**config.mk**
```make
export PLATFORM = sky130hd
export DESIGN_NAME = data_memory
export DESIGN_NICKNAME = d
export VERILOG_FILES = /design/src/rtl/data_memory.sv
export SDC_FILE = /design/constraint.sdc
export NUM_CORES = 2
export LEC_CHECK = 0
export CAP_MARGIN = 20
export CORE_UTILIZATION = 33
export CTS_BUF_LIST = sky130_fd_sc_hd__clkbuf_4
export DETAILED_ROUTE_END_ITERATION = 6
export HOLD_SLACK_MARGIN = 0.12
export PLACE_DENSITY_LB_ADDON = 0.05
export SLEW_MARGIN = 20
export SYNTH_ARGS = -nofsm -noshare
export SYNTH_HDL_FRONTEND = slang
export SYNTH_SLANG_ARGS = --single-unit
```
**constraint.sdc**
```tcl
create_clock -name CLK -period 4.07 [get_ports CLK]
set_input_delay 0.814 -clock CLK [delete_from_list [all_inputs] [get_ports CLK]]
set_output_delay 0.814 -clock CLK [all_outputs]
set_load 0.02 [all_outputs]
```
**src/rtl/data_memory.sv**
```systemverilog
`default_nettype none
//============================================================================
// Module      : data_memory
// Description : 256 x 8 byte-addressed data memory on the CPU load/store
//               port. Every access takes a fixed, configurable number of
//               BUSY cycles, during which BUSYWAIT stalls the CPU.
// Revision    : 1.0  initial release
//============================================================================
module data_memory #(
  parameter int LATENCY = 5  // BUSY cycles per access, 1..255
) (
  input  logic       CLK,
  input  logic       RESET,      // synchronous, active-low
  input  logic       READ,
  input  logic       WRITE,
  input  logic [7:0] ADDRESS,
  input  logic [7:0] WRITEDATA,
  output logic [7:0] READDATA,
  output logic       BUSYWAIT
);

  typedef enum logic [1:0] {
    S_IDLE = 2'd0,
    S_BUSY = 2'd1,
    S_DONE = 2'd2
  } state_t;

  // cnt counts down to zero, so BUSY lasts exactly LATENCY cycles
  localparam logic [7:0] C_CNT_INIT = 8'(LATENCY - 1);

  state_t     state_q, state_d;
  logic [7:0] cnt_q, cnt_d;
  logic [7:0] addr_q, addr_d;
  logic [7:0] data_q, data_d;
  logic       op_wr_q, op_wr_d;
  logic [7:0] readdata_q, readdata_d;
  logic [7:0] mem_q [256];
  logic       mem_we;

  // Next-state, request capture and access completion
  always_comb begin
    state_d    = state_q;
    cnt_d      = cnt_q;
    addr_d     = addr_q;
    data_d     = data_q;
    op_wr_d    = op_wr_q;
    readdata_d = readdata_q;
    mem_we     = 1'b0;
    case (state_q)
      S_IDLE: begin
        // READ and WRITE together is an illegal request and is ignored
        if (READ ^ WRITE) begin
          addr_d  = ADDRESS;
          data_d  = WRITEDATA;
          op_wr_d = WRITE;
          cnt_d   = C_CNT_INIT;
          state_d = S_BUSY;
        end
      end
      S_BUSY: begin
        // Only the latched request is used; live inputs cannot abort it
        if (cnt_q != 8'd0) begin
          cnt_d = cnt_q - 8'd1;
        end else begin
          if (op_wr_q) begin
            mem_we = 1'b1;
          end else begin
            readdata_d = mem_q[addr_q];
          end
          state_d = S_DONE;
        end
      end
      S_DONE: begin
        // One dead cycle so the still-asserted request is not re-accepted
        state_d = S_IDLE;
      end
      default: begin
        state_d = S_IDLE;
      end
    endcase
  end

  // State, request registers and storage; reset clears everything
  always_ff @(posedge CLK) begin
    if (!RESET) begin
      state_q    <= S_IDLE;
      cnt_q      <= 8'd0;
      addr_q     <= 8'd0;
      data_q     <= 8'd0;
      op_wr_q    <= 1'b0;
      readdata_q <= 8'd0;
      for (int i = 0; i < 256; i++) begin
        mem_q[i] <= 8'd0;
      end
    end else begin
      state_q    <= state_d;
      cnt_q      <= cnt_d;
      addr_q     <= addr_d;
      data_q     <= data_d;
      op_wr_q    <= op_wr_d;
      readdata_q <= readdata_d;
      if (mem_we) begin
        mem_q[addr_q] <= data_q;
      end
    end
  end

  // Stall in the request cycle itself (IDLE) and throughout BUSY
  always_comb begin
    BUSYWAIT = RESET && (((state_q == S_IDLE) && (READ ^ WRITE)) ||
                         (state_q == S_BUSY));
  end

  assign READDATA = readdata_q;

endmodule
`default_nettype wire
```
## Word-level counts from Yosys, hierarchy flattened

Memory sizes are Yosys's and may differ from the RTL's. A register that Yosys moved wholly into a read port is not among the register bits.
Cells that the tools add are included.

| storage, ports and cells | value |
|---|---|
| register bits after elaboration | 27 |
| bits in latches | 0 |
| RAM bits | 2,048 |
| ROM bits | 0 |
| bits of input ports | 20 |
| logic and storage cells | 42 |
| memories kept | 1 |

Memory list:

| name | depth | width | read ports | clocked after memory_dff | write ports | line | RTL |
|---|---|---|---|---|---|---|---|
| mem_q | 256 | 8 | 1 | 1 | 256 | 37 | `logic [7:0] mem_q [256];` |

| cells by class | value |
|---|---|
| add/subtract/negate cells | 1 |
| multipliers | 0 |
| divide/modulo/power cells | 0 |
| $lt $le $gt $ge | 0 |
| eq/ne operators | 4 |
| shifts and indexed selects | 0 |
| multiplexer cells | 16 |
| bitwise gates (word level) | 3 |
| reductions and logical operators | 12 |

Operators by type and width:

| cell | number |
|---|---|
| 8-bit two-way mux | 4 |
| 8-bit one-hot mux with 2 select lines | 1 |
| 1-bit two-way mux | 8 |
| 8-bit nonzero test | 1 |
| 8-bit OR reduction | 1 |
| 8-bit by 1-bit subtractor with 8-bit output, second input constant | 1 |
| 2-bit != test, second input constant | 3 |
| 3-bit AND reduction | 2 |
| 2-bit two-way mux | 2 |
| 2-bit one-hot mux with 2 select lines | 1 |
| 2-bit AND reduction | 2 |
| 2-bit by 1-bit == test with 1-bit output, second input constant | 1 |
| 1-bit logical AND | 2 |
| 2-bit zero test | 1 |
| 1-bit inverter | 2 |
| 2-bit nonzero test | 1 |
| 1-bit zero test | 1 |
| 1-bit logical OR | 1 |
| 1-bit XOR | 1 |

## Longest topological paths before layout

| depth | value |
|---|---|
| depth in word-level cells | 8 |
| gate-level depth with buffers | 12 |
| gate-level depth less buffers | 9 |

## Least setup slack after synthesis

Ideal clock, no wire load.

| timing | value |
|---|---|
| path kind | input port to flip-flop |
| start point | input RESET |
| end point | memory mem_q[126][0], enable pin |
| data arrival time | 2.920 ns |
| required time | 3.686 ns |
| path slack | 0.766 ns |
| cell stages on the path | 9 |
| cells stage by stage | clkbuf_1 -> and3b_1 -> and3_1 -> nand2_1 -> nor3_1 -> nand2_1 -> buf_2 -> clkbuf_1 -> o21ai_0 |

RTL lines:

| element | line | RTL |
|---|---|---|
| start: declaration | 13 | `input logic RESET,` |
| end: declaration | 37 |  |

==> reports/results.ini <==
[sta]
post-route-min-period_ns = 3.95
rsz0062_at_grt = no
fin_crit_sh_pct = 97.1
maxSlewHeadroom_pct = 22.1
finalClockSkew_ns = 0.0883
holdWs_ns = 0.432
finalSetupViolations = 0
tightest_slew_ns = 1.17
report.final.slew_viol_count = 0
fmax_mhz = 253
hold_viol = 0

[clock_network]
cts_buffer_depth = 4
cts.clk_slew.worst_paths_ns = 0.07
numCtsBuffers = 610
cts_sinks = 2083
clockRootBuffer = clkbuf_4
htree_num_levels = 6
cts_tree = yes
clk_latency_ns = 1.51

[floorplanning]
start_util_pct = 33.2
std_cell_rows = 198
core_area_sq_um = 291000
die_w_um = 543
die_area_sq_um = 295000
die_h_um = 543
pin_count = 29

[run_status]
status = finished, final reports clean

[critical_path]
worstPathArrival_ns = 5.33
cp_max_fo = 18
crit_path_start_kind = register
cp-end-kind = register
worstSetupPathType = reg2reg
crit_required_ns = 5.45
r2r_cells = 9
reg2reg_from = addr_q[1]$_SDFFE_PN0P_
r2r-end = READDATA[4]$_SDFFE_PN0P_
reg2reg_slack_ns = 0.12

[power]
p_total_mw = 55.2
power_density_nw_per_um2 = 491
peakVddDrop_v = 0.000236
p_leak_nw = 40.0

[global_routing]
antenna_found_initial = 22
grt_overflow = 0
grt_usage_pct = 22.9
grt_max_degree = 110
grt_pass1_wl_mm = 475
grt_pass1_vias = 60200

[worst_hold_path]
holdPathEnd = data_q[0]$_SDFFE_PN0P_
hold_path.class = in2reg
hold_depth = 4
hold_start = WRITEDATA[0]

[route]
route.detailed.drc = 0
dr.pass1.iters = 5
wl_per_cell_um = 29.3
postRouteAntennaNets = 0
routed_wl_mm = 338
vias = 58500
viasPerCell = 5.06
drtIter0Drc = 4993

[placement]
io_buffers = 28
hpwlAfterDp_mm = 219
gp_congestion = 0.814
dp.cells = 10500
dpl-instance-area_sq_um = 104000

[logic_synthesis]
synth_area_leader_cell = edfxtp_1
synthFlopType = edfxtp_1
synth_fp_nets = 6567
yosys_warnings = 0
ys_seq_elements = 2083
synth.distinct_cells = 64
netlist_area_sq_um = 96500
yosysMostFrequentCell = and2_1
synth_common_cells = and2_1, edfxtp_1, mux4_2
synthTopCellsByArea = edfxtp_1, and2_1, mux4_2
async_reset_ff_share_pct = 0
synth_edf_count = 2048
synth_top_area_share_pct = 63.7
syn_area_per_cell_sq_um = 14.7
synth-seq-area-share_pct = 64.4
synth_cells = 6545

[cells_and_area]
n_fill_cell = 27700
fin_cells = 11600
finish.net_count = 7235
synthToLayoutAreaGrowth_pct = 16.3
seq_area_sq_um = 62200
multiInputGateArea_sq_um = 32000
drive_gt1_share_pct = 27.4
finalInstanceArea_sq_um = 112000
final_util_pct = 38.6

[flow_run]
cap_violations = 0

-- logic make-up (layout without fill, tap and decap cells) --
kind of cell | after synthesis | after routing | synth area share, %
XOR/XNOR | 6 | 6 | 0.0544
adder cells (fa/ha/maj) | 2 | 2 | 0.0259
AO/OA/AOI/OAI | 582 | 582 | 3.64
flip-flops | 2083 | 2083 | 64.4
buffers and inverters | 559 | 1643 | 2.58
AND/OR/NAND/NOR | 2603 | 2603 | 15.9
other | 0 | 23 | 0
multiplexers | 710 | 710 | 13.4
-- worst max-delay path by stage --
stage                                        from                           to  slack [ns]  cells past startpoint
after floorplan                             RESET  mem_q[126][0]$_SDFFCE_PN0P_        0.77                      9
after detailed placement   addr_q[3]$_SDFFE_PN0P_     READDATA[4]$_SDFFE_PN0P_       -0.28                      9
after global placement     addr_q[3]$_SDFFE_PN0P_     READDATA[4]$_SDFFE_PN0P_       -0.26                      9
after CTS                 state_q[1]$_SDFFE_PN0P_                     BUSYWAIT        0.04                      4
final                      addr_q[1]$_SDFFE_PN0P_     READDATA[4]$_SDFFE_PN0P_        0.12                      9
after global routing       addr_q[1]$_SDFFE_PN0P_     READDATA[5]$_SDFFE_PN0P_        0.07                      8
-- critical path, cell delays in order (launching register included) --
cell and delay (ns):
dfxtp_4 0.73, buf_12 0.30, buf_12 0.22, mux4_2 0.58, o21ai_0 0.47, a311oi_1 0.24
buf_4 0.24, a2111oi_0 0.66, buf_4 0.24, a31oi_1 0.07
-- timing repair --
item / in CTS / in global routing
gates cloned: 0 / 0
endpoints found under the setup margin: 1 / 2
endpoints found under the hold margin: 300 / 0
resized for setup: 2 / 1
hold buffers: 22 / 0
setup buffers: 1 / 4
-- through the flow --
step / setup TNS [ns] / setup WS, ns
after detailed placement: -0.283 / -0.283
after global placement: -0.259 / -0.259
final: 0 / 0.120
after global routing: 0 / 0.0665
after CTS: 0 / 0.0382
after floorplan: 0 / 0.766
-- sequential cells by signal, summed over array words and instances (netlist names) --
signal,flops
mem_q,2048
READDATA,8
addr_q,8
cnt_q,8
data_q,8
state_q,2
op_wr_q,1
-- metal layers --
layer | up-vias | routed length (um) | share of wire [%] | track usage (%)
li1 | 25900 | - | - | -
met1 | 30500 | 150000 | 44 | 31.2
met2 | 1633 | 165000 | 49 | 38.0
met3 | 484 | 16000 | 4.7 | 3.52
met4 | 6 | 7010 | 2.1 | 5.49
met5 | - | 46 | 0.014 | 0
-- cells in the final DEF (no fill, tap or decap), drive strengths merged, types with 16 or more instances in the layout --
master,count
a31oi,18
nor2,309
dlygate4sd3,22
nor2b,21
clkbuf,872
a21boi,19
dfxtp,35
and2,2057
buf,562
a211oi,17
diode,23
o22ai,40
mux2i,209
inv,23
a21oi,39
nand3,35
mux4,461
o21ai,307
clkinv,110
edfxtp,2048
mux2,40
a22oi,69
clkdlybuf4s50,26
nand2,106
nor3,16
-- cell type report --
class                   count  area share, %
diodes                     23         0.0513
inverters                   4         0.0134
well taps                3900           4.35
clock inverters           156          0.913
clock buffers             872           5.83
repair buffers            611           4.87
multi-input cells        3903           28.5
flip-flops and latches   2083           55.5
-- power by group --
group | internal [mW] | switching [mW] | leakage (nW)
sequential | 24.3 | 0.797 | 21.4
clock | 10.6 | 9.56 | 4.47
combinational | 3.48 | 6.47 | 14.1
total | 38.3 | 16.8 | 40.0
Power figures use the tool's default switching activity.
